<file path="src/rtl/ysyx_22040895_csr_file.sv">
// Machine-mode CSR file.
//
// Implements mstatus, mtvec, mscratch, mepc, mcause, mcycle and minstret.
// All of them are 64 bits wide, and mtvec and mepc always hold a
// 4-byte-aligned value because only direct mode is supported.
//
// Ports:
//   clk, rst            - clock and synchronous active-high reset
//   privileged_op_i     - 001 ecall, 010 mret, 011 csrrs, 100 csrrw, else none
//   csr_addr_i          - address for the generic read/write port
//   csr_wen_i           - generic write enable, honoured only for 011/100
//   csrwdata_i          - generic write data, already combined by the core
//   csrrdata_o          - generic read data, 0 for unimplemented addresses
//   wdata_mepc_i        - trap PC, captured on ecall
//   wdata_mcause_i      - trap cause, captured on ecall
//   wdata_mstatus_i     - restored mstatus, captured on mret
//   rdata_*_o           - direct combinational views of the trap CSRs
//   instret_i           - one pulse per retired instruction
//   illegal_csr_o       - csrrs/csrrw aimed at an unimplemented address
//
// Reads are combinational from the current register state, so a read in the
// same cycle as a write returns the old value. There is no handshake: every
// input is sampled on each rising edge and takes effect at that edge.
module ysyx_22040895_csr_file #(
  parameter logic [63:0] MSTATUS_RST = 64'h0000_000a_0000_1800,
  parameter logic [63:0] MTVEC_RST   = 64'h0
) (
  input  logic        clk,
  input  logic        rst,
  input  logic [2:0]  privileged_op_i,
  input  logic [11:0] csr_addr_i,
  input  logic        csr_wen_i,
  input  logic [63:0] csrwdata_i,
  output logic [63:0] csrrdata_o,
  input  logic [63:0] wdata_mepc_i,
  input  logic [63:0] wdata_mcause_i,
  input  logic [63:0] wdata_mstatus_i,
  output logic [63:0] rdata_mepc_o,
  output logic [63:0] rdata_mcause_o,
  output logic [63:0] rdata_mtvec_o,
  output logic [63:0] rdata_mstatus_o,
  input  logic        instret_i,
  output logic        illegal_csr_o
);

  localparam logic [2:0] OP_ECALL = 3'b001;
  localparam logic [2:0] OP_MRET  = 3'b010;
  localparam logic [2:0] OP_CSRRS = 3'b011;
  localparam logic [2:0] OP_CSRRW = 3'b100;

  localparam logic [11:0] A_MSTATUS  = 12'h300;
  localparam logic [11:0] A_MTVEC    = 12'h305;
  localparam logic [11:0] A_MSCRATCH = 12'h340;
  localparam logic [11:0] A_MEPC     = 12'h341;
  localparam logic [11:0] A_MCAUSE   = 12'h342;
  localparam logic [11:0] A_MCYCLE   = 12'hB00;
  localparam logic [11:0] A_MINSTRET = 12'hB02;

  logic [63:0] mstatus, mtvec, mscratch, mepc, mcause, mcycle, minstret;
  logic        csr_op;
  logic        gen_wr;
  logic        implemented;
  logic [63:0] rdata;
  logic [63:0] mstatus_trap;

  assign csr_op = (privileged_op_i == OP_CSRRS) || (privileged_op_i == OP_CSRRW);
  assign gen_wr = csr_op && csr_wen_i;

  // Address decode and read mux. An unimplemented address reads as zero.
  always_comb begin
    rdata       = 64'h0;
    implemented = 1'b1;
    case (csr_addr_i)
      A_MSTATUS:  rdata = mstatus;
      A_MTVEC:    rdata = mtvec;
      A_MSCRATCH: rdata = mscratch;
      A_MEPC:     rdata = mepc;
      A_MCAUSE:   rdata = mcause;
      A_MCYCLE:   rdata = mcycle;
      A_MINSTRET: rdata = minstret;
      default:    implemented = 1'b0;
    endcase
  end

  // mstatus on trap entry: MPIE takes MIE, MIE is cleared, MPP becomes M-mode.
  always_comb begin
    mstatus_trap        = mstatus;
    mstatus_trap[7]     = mstatus[3];
    mstatus_trap[3]     = 1'b0;
    mstatus_trap[12:11] = 2'b11;
  end

  assign csrrdata_o      = rdata;
  assign illegal_csr_o   = csr_op && !implemented;
  assign rdata_mepc_o    = mepc;
  assign rdata_mcause_o  = mcause;
  assign rdata_mtvec_o   = mtvec;
  assign rdata_mstatus_o = mstatus;

  always_ff @(posedge clk) begin
    if (rst) begin
      mstatus  <= MSTATUS_RST;
      mtvec    <= MTVEC_RST;
      mscratch <= 64'h0;
      mepc     <= 64'h0;
      mcause   <= 64'h0;
      mcycle   <= 64'h0;
      minstret <= 64'h0;
    end else begin
      // Counters advance by default. A software write later in this block
      // overrides the increment.
      mcycle <= mcycle + 64'd1;
      if (instret_i) minstret <= minstret + 64'd1;

      // The op codes are mutually exclusive, so trap updates and generic
      // writes never target a register in the same cycle.
      case (privileged_op_i)
        OP_ECALL: begin
          mepc    <= {wdata_mepc_i[63:2], 2'b00};
          mcause  <= wdata_mcause_i;
          mstatus <= mstatus_trap;
        end
        OP_MRET: mstatus <= wdata_mstatus_i;
        default: begin
          if (gen_wr) begin
            case (csr_addr_i)
              A_MSTATUS:  mstatus  <= csrwdata_i;
              A_MTVEC:    mtvec    <= {csrwdata_i[63:2], 2'b00};
              A_MSCRATCH: mscratch <= csrwdata_i;
              A_MEPC:     mepc     <= {csrwdata_i[63:2], 2'b00};
              A_MCAUSE:   mcause   <= csrwdata_i;
              A_MCYCLE:   mcycle   <= csrwdata_i;
              A_MINSTRET: minstret <= csrwdata_i;
              default: ;
            endcase
          end
        end
      endcase
    end
  end

endmodule

</file>
<file path="config.mk">
export PLATFORM = sky130hd
export DESIGN_NAME = ysyx_22040895_csr_file
export DESIGN_NICKNAME = d
export VERILOG_FILES = /design/src/rtl/ysyx_22040895_csr_file.sv
export SDC_FILE = /design/constraint.sdc
export NUM_CORES = 1
export LEC_CHECK = 0
export CORE_AREA = 3 3 230 232
export CTS_BUF_LIST = sky130_fd_sc_hd__clkbuf_8
export CTS_CLUSTER_DIAMETER = 150
export DETAILED_ROUTE_END_ITERATION = 8
export DIE_AREA = 0 0 233 235
export PLACE_DENSITY = 0.8
export RECOVER_POWER = 100
export SLEW_MARGIN = 30
export SYNTH_ARGS = -nofsm -noshare
export SYNTH_HDL_FRONTEND = slang
export SYNTH_SLANG_ARGS = --single-unit
export TNS_END_PERCENT = 20
</file>
<file path="constraint.sdc">
create_clock -name clk -period 3.85 [get_ports clk]
set_clock_uncertainty 0.05 [all_clocks]
set_input_delay 0.9625 -clock clk [delete_from_list [all_inputs] [get_ports clk]]
set_output_delay 0.9625 -clock clk [all_outputs]
set_load 0.005 [all_outputs]
</file>
## Yosys cells after proc, flatten, opt, wreduce, memory -nomap -nowiden

Index checks and enable logic that the tools add are counted.

- Word-level logic and storage cells: 61
- Input bits: 275
- Bits in registers: 446

- Multiplexer cells: 18
- Eq/ne operators: 11
- Reductions and logical operators: 19
- Bitwise gates (word level): 3
- $add $sub $neg: 2

Operators by type and width:

| operator | number |
|---|---|
| 64-bit two-way mux | 13 |
| 64-bit case mux with 7 select lines | 1 |
| 64-bit case mux with 2 select lines | 3 |
| 64-bit by 1-bit adder with 64-bit output (second input constant) | 2 |
| 12-bit by 10-bit == test with 1-bit output (second input constant) | 5 |
| 12-bit == test (second input constant) | 2 |
| 3-bit AND reduction | 5 |
| 2-bit nonzero test | 5 |
| 7-bit OR reduction | 1 |
| 3-bit by 2-bit == test with 1-bit output (second input constant) | 2 |
| 3-bit nonzero test | 2 |
| 3-bit by 1-bit == test with 1-bit output (second input constant) | 1 |
| 3-bit == test (second input constant) | 1 |
| 1-bit inverter | 3 |
| 1-bit logical AND | 2 |
| 2-bit AND reduction | 1 |
| 2-bit OR reduction | 1 |
| 1-bit logical NOT | 1 |
| 1-bit logical OR | 1 |
| 1-bit two-way mux | 1 |

## Longest topological paths before layout

- Word-level depth: 5
- Mapped depth: 9
- Mapped depth without buffers: 7

## Worst setup path before layout

Ideal clock, no wire load.

- Kind: input-to-output
- From: in csr_addr_i[10]
- To: out csrrdata_o[45]
- Buffers on the path: 2
- Path slack: 0.228 ns
- Cell stages on the path: 7
- Data arrival time: 2.609 ns
- Data required time: 2.838 ns
- Path through: nor4b_2 > nand2_1 > nor4_1 > buf_2 > buf_1 > a222oi_1 > nand3_1

- Cells in the longest elaborated chain, start to end: 2
- Elaborated cells between the ends (all ways): 8
- Those cells by class: eq/ne: 7; mux: 1

Ends and longest elaborated chain:

| element | line | source |
|---|---|---|
| start: declaration | 31 | `input logic [11:0] csr_addr_i,` |
| 12-bit == test / 12-bit by 10-bit == test with 1-bit output (equally long branches) | 73 | `case (csr_addr_i)` |
| 64-bit case mux with 7 select lines (*) | 73 |  |
| end: declaration | 34 | `output logic [63:0] csrrdata_o,` |

Mark *: on every way between the ends. The rest lies on a longest branch, timed or not.

## Worst setup path after layout

- From: in csr_addr_i[7]
- To: out csrrdata_o[2]

Same word-level chain as after synthesis.

==> summary.txt <==
Status
  – Status: finished with violations
  – Failing checks: design-rule violations, max-slew violations, negative setup slack

CTS
  – CTS max path bufs: 3
  – Sink Count: between 400 and 500
  – CTS Buf Count: 78
  – Clock transition at the registers of the reported paths: 50 ps
  – Clock root buffer: clkbuf_8
  – CTS H-tree lvls: 3
  – CTS tree: built
  – Clk_lat worst skew: roughly 670 ps

Power and ir drop
  – P_leak: 0.0106 uW
  – Clk network pwr share: 0.431
  – Worst VDD drop: roughly 0.00029 V
  – Pwr Density: ~340 nW/um2
  – Switching Fraction: 0.250
  – Switching power: 2590 uW
  – Pint: slightly below 8000 uW
  – Reg power frac: 0.465
  – Logic gate share of total power: 0.104
  – Tot Pwr: a little over 10000 uW

Detailed routing
  – Routed vias: 23969
  – DR iter-0 viols: 2450
  – DRT Pass-1 Iters: 9
  – Total wire length: 92.3 mm
  – Number of routed nets with antenna violations: 0
  – Wire length per cell: 22.9 um
  – Vias per cell: 5.94
  – Detailed-route DRC error count: 14

Logic synthesis
  – Netlist Area Pre-Place: approximately 22000 um2
  – Synth cell types: 57
  – Post-synth EDFFs: 0
  – Commonest register cell after synthesis: dfxtp_1
  – Cells after Synth: 2722
  – Yosys warning count: 0
  – Post-synth ARST share: 0
  – Mean Syn Cell Area: 7.92 um2
  – Seq/Total Area, Yosys: 0.412
  – Seq cells post-synth: 444

STA
  – Slew at the pin closest to its max-slew limit: 1510 ps
  – F_max: 250 MHz
  – Final-report hold violation count: 0
  – Crit path time final: ~4000 ps
  – Worst rel slew slack: -0.00456
  – Slew Limit Fails: 31
  – Fin crit share: 1.04
  – RSZ-0062 raised after global routing: true
  – Final worst setup slack: -151 ps
  – Setup violations, final: 63
  – WHS: 400 ps

Final layout
  – Nets@finish: 3575
  – Fillcell total: approximately 4400
  – Post-Layout Cell Count: 4032
  – Layout cells sized above 1: 0.120
  – Post-layout util: 0.601
  – P&R area growth vs syn: 42.7%
  – Final Instance Area: 30800 um2

Critical path
  – CP Cell Sequence: buf_6 -> nor4b_4 -> buf_4 -> buf_12 -> nand2_8 -> nor4_4 -> buf_4 -> buf_12 -> buf_12 -> buf_12 -> buf_6 -> a22oi_2 -> nand3_1 -> buf_2
  – Flop2flop setup slack: 1060 ps
  – Crit Reg-Reg Endpoint: minstret[58]
  – R2R cell count: 6
  – WP buf/inv: 9
  – Worst R2R Start: minstret[36]
  – Critical path's most frequent cell: buf_12
  – Family with the most delay on the worst path: buffers and inverters
  – Worst-path fanout max: 7
  – Setup CP Type: input port to output pin
  – Critical Path RT: 2840 ps
  – Crit. End Element: output pin
  – Max stage delay on crit path: 380 ps
  – CP Data Arrival Time: ~3000 ps
  – Slowest CP cell: nor4b_4
  – CP Launch Type: input port

Placed design
  – HPWL Detailed: 64.1 mm
  – RePlAce Congestion: slightly above 0.9
  – Post-DP Area: approximately 29000 um2
  – PortBufs: 589
  – DP Cell Count: 3861

GRT
  – Global Route Usage Sum: 0.321
  – Largest net degree at the start of global routing: between 100 and 150
  – Initial antenna violation count: 9
  – Vias in the first global route: 22791
  – Global-route wire length before repair: ~140 mm
  – Grt total ovfl: 0

Die
  – Initial Util: 0.421
  – # rows: 83
  – Die W: between 200 and 250 um
  – I/O pin count: 596
  – Die area: roughly 55000 um2
  – Core area: 51200 um2
  – Die Span Y: 235 um

Min path
  – Hold EP: mscratch[59]
  – Hold Path Class: flop to flop
  – Hold Crit Start: mscratch[59]
  – Hold path depth: 2

Run
  – Max_cap viols: 0
## layout make-up
| type | instances | area (um2) | share of cell area |
|---|---|---|---|
| multi-input cells | 2016 | 11900 | 0.386 |
| flip-flops and latches | 444 | 8890 | 0.289 |
| repair buffers | 738 | 7470 | 0.243 |
| clock buffers | 102 | 1400 | 0.0456 |
| well taps | 680 | 851 | 0.0277 |
| clock inverters | 27 | 176 | 0.00574 |
| inverters | 20 | 75.1 | 0.00244 |
| diodes | 5 | 12.5 | 0.000407 |
## worst reg2reg max path, cell delays in order, from the launching register on
cell and delay (ps):
dfxtp_1 410, nand3_1 250, nor3_1 600, nand2_1 440, nor4_1 600, xnor2_1 180, a211oi_1 90
## through the flow
| stage | setup TNS [ps] | setup slack (ps) |
|---|---|---|
| after floorplan | 0 | 228 |
| after global placement | -68600 | -1050 |
| after detailed placement | -72850 | -1060 |
| after CTS | -3150 | -147 |
| after global routing | -7820 | -211 |
| final | -4960 | -151 |
## kinds of logic after synthesis
logic type                 count (synthesis)  synth area share
and+or+nand+nor                         1114             0.234
AOI/OAI and AO/OA                        767             0.249
DFF                                      444             0.412
buffers and inverters                    265            0.0502
xor gates and xnor gates                 125            0.0508
adders and majority gates                  3           0.00162
muxes                                      3           0.00139
other                                      1          0.000174
## layer usage
metal | wire length (um) | GRT usage
met1 | 36200 | 0.401
met2 | 44100 | 0.532
met3 | 8620 | 0.0747
met4 | 3350 | 0.125
met5 | 53 | 0
## state kept, by name, summed over array words and instances (netlist names)
signal / cells
mcycle: 64
minstret: 64
mscratch: 64
rdata_mcause_o: 64
rdata_mstatus_o: 64
rdata_mepc_o: 62
rdata_mtvec_o: 62
## placed cells by master (no fill, tap or decap), drive strengths merged, types with 3 or more instances in the layout
| cell type | instances |
|---|---|
| and4 | 15 |
| a211oi | 250 |
| dfxtp | 444 |
| or2 | 4 |
| dlygate4sd2 | 7 |
| clkinvlp | 3 |
| clkdlybuf4s15 | 3 |
| a311oi | 60 |
| and3 | 17 |
| a22oi | 127 |
| nor2 | 352 |
| clkinv | 5 |
| mux2i | 3 |
| nor3b | 3 |
| clkbuf | 108 |
| a21oi | 255 |
| nor4 | 25 |
| a222oi | 64 |
| nand3 | 109 |
| diode | 5 |
| xnor2 | 74 |
| buf | 208 |
| nand4 | 38 |
| conb | 4 |
| clkdlybuf4s50 | 512 |
| xor2 | 51 |
| or3 | 3 |
| nor2b | 62 |
| nand2 | 433 |
| nor3 | 35 |
| inv | 37 |
| and2 | 8 |
## worst max-delay path by stage
| stage | cells past startpoint | start | slack, ps | endpoint |
|---|---|---|---|---|
| global route | 14 | csr_addr_i[7] | -210 | csrrdata_o[2] |
| CTS | 13 | csr_addr_i[3] | -150 | csrrdata_o[14] |
| floorplan | 7 | csr_addr_i[10] | 230 | csrrdata_o[45] |
| finish | 14 | csr_addr_i[7] | -150 | csrrdata_o[2] |
| detailed placement | 10 | csr_addr_i[9] | -1060 | csrrdata_o[19] |
| global placement | 10 | csr_addr_i[9] | -1050 | csrrdata_o[46] |
## Yosys cell counts (2+ instances only)
library cell | number | area share
nand4b_1 | 2 | 0.00081
a211oi_1 | 247 | 0.086
nor4_4 | 2 | 0.0020
and2_1 | 8 | 0.0023
buf_4 | 10 | 0.0035
dfxtp_1 | 444 | 0.41
clkbuf_1 | 198 | 0.034
nor4_2 | 7 | 0.0041
or3_1 | 2 | 0.00058
nand4_2 | 5 | 0.0029
nor3_1 | 28 | 0.0065
nand4_1 | 33 | 0.0096
nor2_1 | 352 | 0.061
a22oi_1 | 127 | 0.044
xor2_1 | 51 | 0.021
buf_1 | 7 | 0.0012
nand3_1 | 109 | 0.025
and3_1 | 17 | 0.0049
nor3b_1 | 3 | 0.0010
mux2i_1 | 3 | 0.0014
a31oi_1 | 2 | 0.00058
nand3b_1 | 2 | 0.00070
or2_2 | 3 | 0.00087
a222oi_1 | 64 | 0.030
buf_2 | 27 | 0.0063
nor2b_1 | 62 | 0.018
ha_1 | 2 | 0.0012
a21o_1 | 2 | 0.00070
a21oi_1 | 255 | 0.059
nor3_2 | 6 | 0.0028
a211oi_2 | 3 | 0.0017
and4_1 | 15 | 0.0061
a311oi_1 | 60 | 0.024
nand2_1 | 433 | 0.075
buf_6 | 2 | 0.0010
inv_1 | 20 | 0.0035
nor4_1 | 16 | 0.0046
xnor2_1 | 74 | 0.030
## repair_timing
item,CTS,global route
setup endpoints to repair,65,64
setup buffers,32,3
cloned,8,0
hold buffers,0,0
pin swaps,41,31
gates resized for setup,344,23
endpoints found under the hold margin,0,0
## power groups by stage
stage               clock (uW)  sequential (uW)  combinational [uW]
detailed placement           0             4910                1050
floorplan                    0             4880                 365
finish                    4470             4810                1070
global route              4700             4820                1150
CTS                       4520             4810                1070
global placement             0             4900                1040
Power figures use the tool's default switching activity.
